$ cat src/rtl/multi_edge_detector_pkg.sv
// Shared constants for the multi-channel debounced edge detector.
// Mode encodings select which level transitions raise a pulse.
package multi_edge_detector_pkg;

    localparam logic [1:0] MODE_OFF  = 2'b00;
    localparam logic [1:0] MODE_RISE = 2'b01;
    localparam logic [1:0] MODE_FALL = 2'b10;
    localparam logic [1:0] MODE_BOTH = 2'b11;

    localparam int CHANNELS_MIN = 1;
    localparam int CHANNELS_MAX = 32;
    localparam int SYNC_MIN     = 2;
    localparam int SYNC_MAX     = 4;
    localparam int DEB_W_MIN    = 1;
    localparam int DEB_W_MAX    = 16;

endpackage

$ cat src/rtl/multi_edge_detector_edge_channel.sv
// One detector channel: synchronizer, debounce counter,
// edge detect with mode select and sticky event flag.
module edge_channel
    import multi_edge_detector_pkg::*;
#(
    parameter int SYNC_STAGES = 2,
    parameter int DEB_W       = 4
) (
    input  logic             clk,
    input  logic             n_rst,
    input  logic             din,
    input  logic [1:0]       mode,
    input  logic [DEB_W-1:0] deb_len,
    input  logic             clr,
    output logic             level,
    output logic             pulse,
    output logic             flag
);

    logic [SYNC_STAGES-1:0] sync_q, sync_d;
    logic [DEB_W-1:0]       cnt_q, cnt_d;
    logic                   level_q, level_d;
    logic                   pulse_q, pulse_d;
    logic                   flag_q, flag_d;
    logic                   sync;
    logic                   toggle;
    logic                   rise_en;
    logic                   fall_en;

    always_comb begin
        sync_d  = {sync_q[SYNC_STAGES-2:0], din};
        sync    = sync_q[SYNC_STAGES-1];
        rise_en = (mode == MODE_RISE) || (mode == MODE_BOTH);
        fall_en = (mode == MODE_FALL) || (mode == MODE_BOTH);
        toggle  = 1'b0;
        level_d = level_q;
        cnt_d   = '0;
        // cnt only climbs while below deb_len, so it cannot wrap
        if (sync != level_q) begin
            if (cnt_q >= deb_len) begin
                toggle  = 1'b1;
                level_d = ~level_q;
            end else begin
                cnt_d = cnt_q + DEB_W'(1);
            end
        end
        pulse_d = toggle & (level_q ? fall_en : rise_en);
        flag_d  = pulse_d | (flag_q & ~clr);
    end

    always_ff @(posedge clk or negedge n_rst) begin
        if (!n_rst) begin
            sync_q  <= '0;
            cnt_q   <= '0;
            level_q <= 1'b0;
            pulse_q <= 1'b0;
            flag_q  <= 1'b0;
        end else begin
            sync_q  <= sync_d;
            cnt_q   <= cnt_d;
            level_q <= level_d;
            pulse_q <= pulse_d;
            flag_q  <= flag_d;
        end
    end

    assign level = level_q;
    assign pulse = pulse_q;
    assign flag  = flag_q;

endmodule

$ cat src/rtl/multi_edge_detector.sv
// Multi-channel debounced edge detector with sticky flags
// and a combined interrupt line.
module multi_edge_detector
    import multi_edge_detector_pkg::*;
#(
    parameter int CHANNELS    = 4,
    parameter int SYNC_STAGES = 2,
    parameter int DEB_W       = 4
) (
    input  logic                  clk,
    input  logic                  n_rst,
    input  logic [CHANNELS-1:0]   in,
    input  logic [2*CHANNELS-1:0] mode,
    input  logic [DEB_W-1:0]      deb_len,
    input  logic [CHANNELS-1:0]   clr,
    output logic [CHANNELS-1:0]   level,
    output logic [CHANNELS-1:0]   pulse,
    output logic [CHANNELS-1:0]   flag,
    output logic                  irq
);

    for (genvar i = 0; i < CHANNELS; i++) begin : g_ch
        edge_channel #(
            .SYNC_STAGES(SYNC_STAGES),
            .DEB_W      (DEB_W)
        ) u_ch (
            .clk    (clk),
            .n_rst  (n_rst),
            .din    (in[i]),
            .mode   (mode[2*i+1:2*i]),
            .deb_len(deb_len),
            .clr    (clr[i]),
            .level  (level[i]),
            .pulse  (pulse[i]),
            .flag   (flag[i])
        );
    end

    assign irq = |flag;

endmodule

$ cat config.mk
export PLATFORM = sky130hd
export DESIGN_NAME = multi_edge_detector
export DESIGN_NICKNAME = d
export VERILOG_FILES = /design/src/rtl/multi_edge_detector_pkg.sv /design/src/rtl/multi_edge_detector_edge_channel.sv /design/src/rtl/multi_edge_detector.sv
export SDC_FILE = /design/constraint.sdc
export NUM_CORES = 1
export LEC_CHECK = 0
export ABC_AREA = 1
export BUFFER_PORTS_ARGS = -buffer_cell sky130_fd_sc_hd__buf_2
export CAP_MARGIN = 5
export CORE_ASPECT_RATIO = 0.75
export CORE_MARGIN = 10
export CORE_UTILIZATION = 41
export CTS_CLUSTER_DIAMETER = 50
export CTS_CLUSTER_SIZE = 40
export DETAILED_ROUTE_END_ITERATION = 8
export GPL_TIMING_DRIVEN = 0
export PLACE_DENSITY_LB_ADDON = 0.05
export SYNTH_ARGS = -nofsm -noshare
export SYNTH_HDL_FRONTEND = slang
export SYNTH_SLANG_ARGS = --single-unit
$ cat constraint.sdc
create_clock -name clk -period 1.15 [get_ports clk]
set_clock_uncertainty 0.05 [all_clocks]
set_input_delay 0.23 -clock clk [delete_from_list [all_inputs] [get_ports clk]]
set_output_delay 0.23 -clock clk [all_outputs]
set_load 0.01 [all_outputs]
After elaboration in Yosys (flattened, before gate mapping):

Cells that the tools add are included.

* flip-flop bits (word level): 36
* latch bits: 0
* bits in writable memories: 0
* ROM bits: 0
* memories kept: 0

* add/subtract/negate cells: 4
* $mul: 0
* divide/modulo/power cells: 0
* magnitude comparators: 4
* eq/ne operators: 16
* shift-type cells: 0
* mux-type cells: 20
* bitwise logic cells: 20
* reduce and logical (&&, ||, !) cells: 13

Operators by type and width (count)
* $mux W4: 8
* $add A4 B1 Y4 const B: 4
* $eq A2 B2 Y1 const B: 8
* $ge A4 B4 Y1: 4
* $mux W1: 12
* $and A1 B1 Y1: 8
* $eq A2 B1 Y1 const B: 4
* $logic_or A1 B1 Y1: 8
* $not A1 Y1: 8
* $reduce_and A2 Y1: 4
* $ne A1 B1 Y1: 4
* $or A1 B1 Y1: 4
* $reduce_or A4 Y1: 1

Depth between registers and ports, before layout:

* depth in word-level cells: 5
* depth in mapped cells: 9
* mapped depth without buffers: 9

By module:

Synthesis repeated with hierarchy kept, for this count alone.

* cells, all modules: 231
* area, all modules: 1978.1 um^2

Modules (own cells, without submodules)
* edge_channel: instances 4, cells each 57, area each 491.7 um^2, seq. area each 225.2 um^2
* multi_edge_detector: instances 1, cells each 3, area each 11.3 um^2, seq. area each 0.0 um^2

Worst setup path after synthesis:

Ideal clock, no wire load.

* kind: reg2reg
* start point: register g_ch[3].u_ch.cnt_q[1]
* end point: register g_ch[3].u_ch.flag_q
* arrival time: 1.097 ns
* required time: 0.983 ns
* slack: -0.114 ns
* stages on the path, launching flop included: 8
* path buffers: 0
* clock period less this slack: 1.264 ns
* cells stage by stage: dfrtp_1 -> ha_1 -> nand2_1 -> inv_1 -> nand2_1 -> nand3_2 -> nand2_2 -> nand2_1

* word-level cells in the longest chain between the ends: 5

Ends and longest elaborated chain
* start: declaration: line multi_edge_detector_edge_channel.sv:21 `logic [DEB_W-1:0] cnt_q, cnt_d;`
* start signal: assignment: line multi_edge_detector_edge_channel.sv:60 `cnt_q <= cnt_d;`
* $ge A4 B4 Y1: line multi_edge_detector_edge_channel.sv:40 `if (cnt_q >= deb_len) begin`
* $mux W1: line multi_edge_detector_edge_channel.sv:40
* $mux W1: line multi_edge_detector_edge_channel.sv:39 `if (sync != level_q) begin`
* $and A1 B1 Y1: line multi_edge_detector_edge_channel.sv:47 `pulse_d = toggle & (level_q ? fall_en : rise_en);`
* $or A1 B1 Y1: line multi_edge_detector_edge_channel.sv:48 `flag_d = pulse_d | (flag_q & ~clr);`
* named net g_ch[3].u_ch.flag_d: line multi_edge_detector_edge_channel.sv:24 `logic flag_q, flag_d;`
* end signal: assignment: line multi_edge_detector_edge_channel.sv:63 `flag_q <= flag_d;`
* end: declaration: line multi_edge_detector_edge_channel.sv:24

The timed path passes the listed nets, and every way through them passes these cells.
A chain may end at the register's enable or synchronous reset.

Worst setup path in the final report:

* start point: register g_ch[1].u_ch.cnt_q[2]
* end point: register g_ch[1].u_ch.flag_q

* word-level cells in the longest chain between the ends: 5

Ends and longest elaborated chain (line)
* start: declaration: multi_edge_detector_edge_channel.sv:21
* start signal: assignment: multi_edge_detector_edge_channel.sv:60
* $ge A4 B4 Y1: multi_edge_detector_edge_channel.sv:40
* $mux W1: multi_edge_detector_edge_channel.sv:40
* $mux W1: multi_edge_detector_edge_channel.sv:39
* $and A1 B1 Y1: multi_edge_detector_edge_channel.sv:47
* $or A1 B1 Y1: multi_edge_detector_edge_channel.sv:48
* named net g_ch[1].u_ch.flag_d: multi_edge_detector_edge_channel.sv:24
* end signal: assignment: multi_edge_detector_edge_channel.sv:63
* end: declaration: multi_edge_detector_edge_channel.sv:24

The timed path passes the listed nets, and every way through them passes these cells.

==> key figures <==
Die
  • IO Pins: 35
  • Initial Util: a little over two fifths
  • Die width: about 100 um
  • Die area: between 0.008 and 0.009 sq mm
  • Row count: 22
  • Core Footprint: around 0.0049 sq mm
  • Die Y: between 80 and 90 um

Synthesis
  • Seq cells post-synth: 36
  • Most frequent cell after synthesis: nand2_1
  • Mean post-synth cell area: 8.85 sq um
  • Post-synth cell types: 17
  • Seq/Total Area, Yosys: 43.5%
  • Synth Net Count: about 280
  • Post-synth top area cell: dfrtp_1
  • Top cells by area, synth: dfrtp_1, ha_1, nand2_1, inv_1, buf_4
  • Synth Cell Area: 0.00207 sq mm
  • Commonest cells in the netlist: nand2_1, dfrtp_1, inv_1
  • Ys flop type: dfrtp_1
  • Synth Warn #: 0
  • FFs w/ async S/R, synth: 100%
  • EDFF count, synth: 0
  • Post-synth top area share: a little over two fifths
  • Post-Synthesis Cells: between 200 and 250

Placement
  • Routability cong.: between 0.7 and 0.8
  • DP Worst Slack: -0.359 ns
  • Buffers on Ports: 34
  • Hpwl dp: slightly below 3000 um

Power
  • Sw Ratio: between 30% and 40%
  • Clk pwr share: 21.5%
  • Lkg Pwr: about 0.0016 uW
  • P_sw: roughly 2100 uW
  • P_int: around 3700 uW
  • VDD IR max: about 0.89 mV
  • Pwr per Cell Area: between 1500 and 2000 mW/mm^2
  • Combinational fraction of design power: ~47%
  • Reg power frac: between 30% and 40%
  • Total chip power: between 5000 and 6000 uW

Setup path
  • Flop-to-flop setup slack: -0.20 ns
  • Worst Path Buf+Inv: 1
  • Largest delay share family, worst path: flip-flops
  • Crit Path Class: flop to flop
  • Worst setup EP type: flop
  • Max incr delay on CP: between 0.4 and 0.5 ns
  • Critical Path Source Type: flop
  • CP required: roughly 1.3 ns
  • CP max stage cell: dfrtp_1
  • Most used cell, CP: nand2_1
  • Cell Chain, Critical Path: ha_1 -> nand2_1 -> inv_2 -> nand2_2 -> nand3_4 -> nand2_4 -> nand2_1
  • Worst Path Max Fanout: 6
  • WP data arrival: approximately 1.5 ns

Flow run
  • Max-cap violations: 0

STA
  • Min Hold Slack: -0.0317 ns
  • PnR worst setup slack: -0.200 ns
  • Setup_tns: -4.12 ns
  • Maximum clock frequency: around 740 MHz
  • Tcrit/Tclk final: 117%
  • Crit path time final: roughly 1.4 ns
  • Setup violators final: 33
  • Final Hold Fails: 36
  • Final slew viol count: 0
  • Unrepaired setup endpoints after global routing: true
  • Tightest Pin Transition: around 0.81 ns
  • Slew HR: 45.9%

Outcome
  • Status: complete, but fails checks
  • Failing checks: hold timing, setup timing

Global routing
  • Largest net degree at the start of global routing: 37
  • Initial antenna violation count: 0
  • Global router's overall resource usage: about a tenth
  • Vias in the first global route: ~1500
  • Grt total ovfl: 0
  • First-pass GRT wire length: approximately 7000 um

Cells and area
  • Area Overhead vs Synth: 42.0%
  • Final nets: about 340
  • FILL cells: 436
  • Fin util: ~60%
  • ANT cells: 0
  • Layout cell share with drive strength beyond 1: 50.0%

Routing
  • Starting DRT DRC Count: 33
  • Vias per inst: about 4.5
  • DR pass1 iterations: 6
  • Vias: roughly 1600
  • DRC viols: 0
  • Antenna Nets Post-Route: 0
  • Drt total wl: 4310 um
  • Routed WL per cell: 12.0 um

Clock network
  • H-tree Lvls: 2
  • Reg clk slew, reported paths: roughly 0.070 ns
  • Worst-case clock buffer depth: 2
  • Clk Latency, worst-skew pair: approximately 0.30 ns
  • Total CTS buffers: 5
  • Root buffer cell: clkbuf_8
  • CTS Sinks: 36
  • CTS tree: done

Worst hold path
  • Worst Hold Class: input pin to asynchronous set/reset pin
layout by cell type (no fill, tap or decap), types with 6 or more instances in the layout:
| master | synthesis | layout |
|---|---|---|
| buf_2 | 0 | 22 |
| buf_4 | 12 | 26 |
| buf_6 | 0 | 16 |
| clkbuf_8 | 0 | 7 |
| dfrtp_1 | 36 | 35 |
| ha_1 | 20 | 10 |
| ha_4 | 0 | 10 |
| inv_1 | 29 | 20 |
| inv_2 | 6 | 15 |
| nand2_1 | 65 | 52 |
| nand2_2 | 8 | 15 |
| nand2_4 | 0 | 6 |
| nand4_1 | 8 | 8 |
| nor2_1 | 14 | 8 |
| nor2_2 | 8 | 14 |
cell type report:
type                            instances  area [sq um]  area share (%)
Buffer                                  4          45.0            1.53
Tap cell                               60          75.1            2.55
Clock inverter                          1          30.0            1.02
Multi-Input combinational cell        151          1180            40.2
Inverter                               35           131            4.46
Timing Repair Buffer                   64           480            16.3
Sequential cell                        36           902            30.7
Clock buffer                            7          96.3            3.27
flip-flops by register name, indices dropped and copies added, names as in the netlist:
name	flops
g_ch.u_ch.cnt_q	16
g_ch.u_ch.flag	4
g_ch.u_ch.level	4
g_ch.u_ch.pulse	4
g_ch.u_ch.sync_q	8
power by group through the flow:
stage,clock (uW),combinational (uW),sequential (uW)
after floorplan,0,1400,1800
after global placement,0,1810,1890
after detailed placement,0,1830,1890
after CTS,1270,2380,1790
after global routing,1330,3100,1850
final,1250,2760,1810
cell families after synthesis:
family | after synthesis | synth area share [%]
xor+xnor | 4 | 1.69
fa+ha+maj | 20 | 12.1
simple gates | 115 | 28.0
compound gates | 12 | 4.11
buf+inv | 47 | 10.7
flops | 36 | 43.5
per-stage QoR:
step | hold slack, ns | instance area, sq um | cells
after floorplan | -0.116 | 2090 | 234
after global placement | 0.282 | 2340 | 328
after detailed placement | 0.286 | 2340 | 328
after CTS | 0.00519 | 2730 | 349
after global routing | 0.0255 | 2940 | 358
final | -0.0317 | 2940 | 358
final timing paths:
kind | from | endpoint | cells past startpoint
setup reg to reg | g_ch[1].u_ch.cnt_q[2]$_DFF_PN0_ | g_ch[1].u_ch.flag$_DFF_PN0_ | 7
hold / removal | n_rst | g_ch[0].u_ch.level$_DFFE_PN0P_ | 1
hold reg to reg | g_ch[2].u_ch.sync_q[0]$_DFF_PN0_ | g_ch[2].u_ch.sync_q[1]$_DFF_PN0_ | 0
setup / recovery | g_ch[1].u_ch.cnt_q[2]$_DFF_PN0_ | g_ch[1].u_ch.flag$_DFF_PN0_ | 7
min in group clk | clr[3] | g_ch[3].u_ch.flag$_DFF_PN0_ | 4
max in group asynchronous | n_rst | g_ch[3].u_ch.level$_DFFE_PN0P_ | 1
layer usage:
layer | track usage, % | vias to the layer above | share of wire, %
met3 | 3.52 | 9 | 5.2
met4 | 5.06 | 0 | 1.8
met1 | 13.7 | 721 | 48
met2 | 16.1 | 21 | 45
li1 | - | 851 | -
met5 | 0 | - | 0
repair_timing:
action,in CTS,in global routing
hold buffers,4,0
resized for setup,32,29
setup buffers,17,9
endpoints found under the setup margin,41,33
endpoints found under the hold margin,4,0
pin swaps,7,22
No activity file was read; power rests on OpenSTA's default activity.
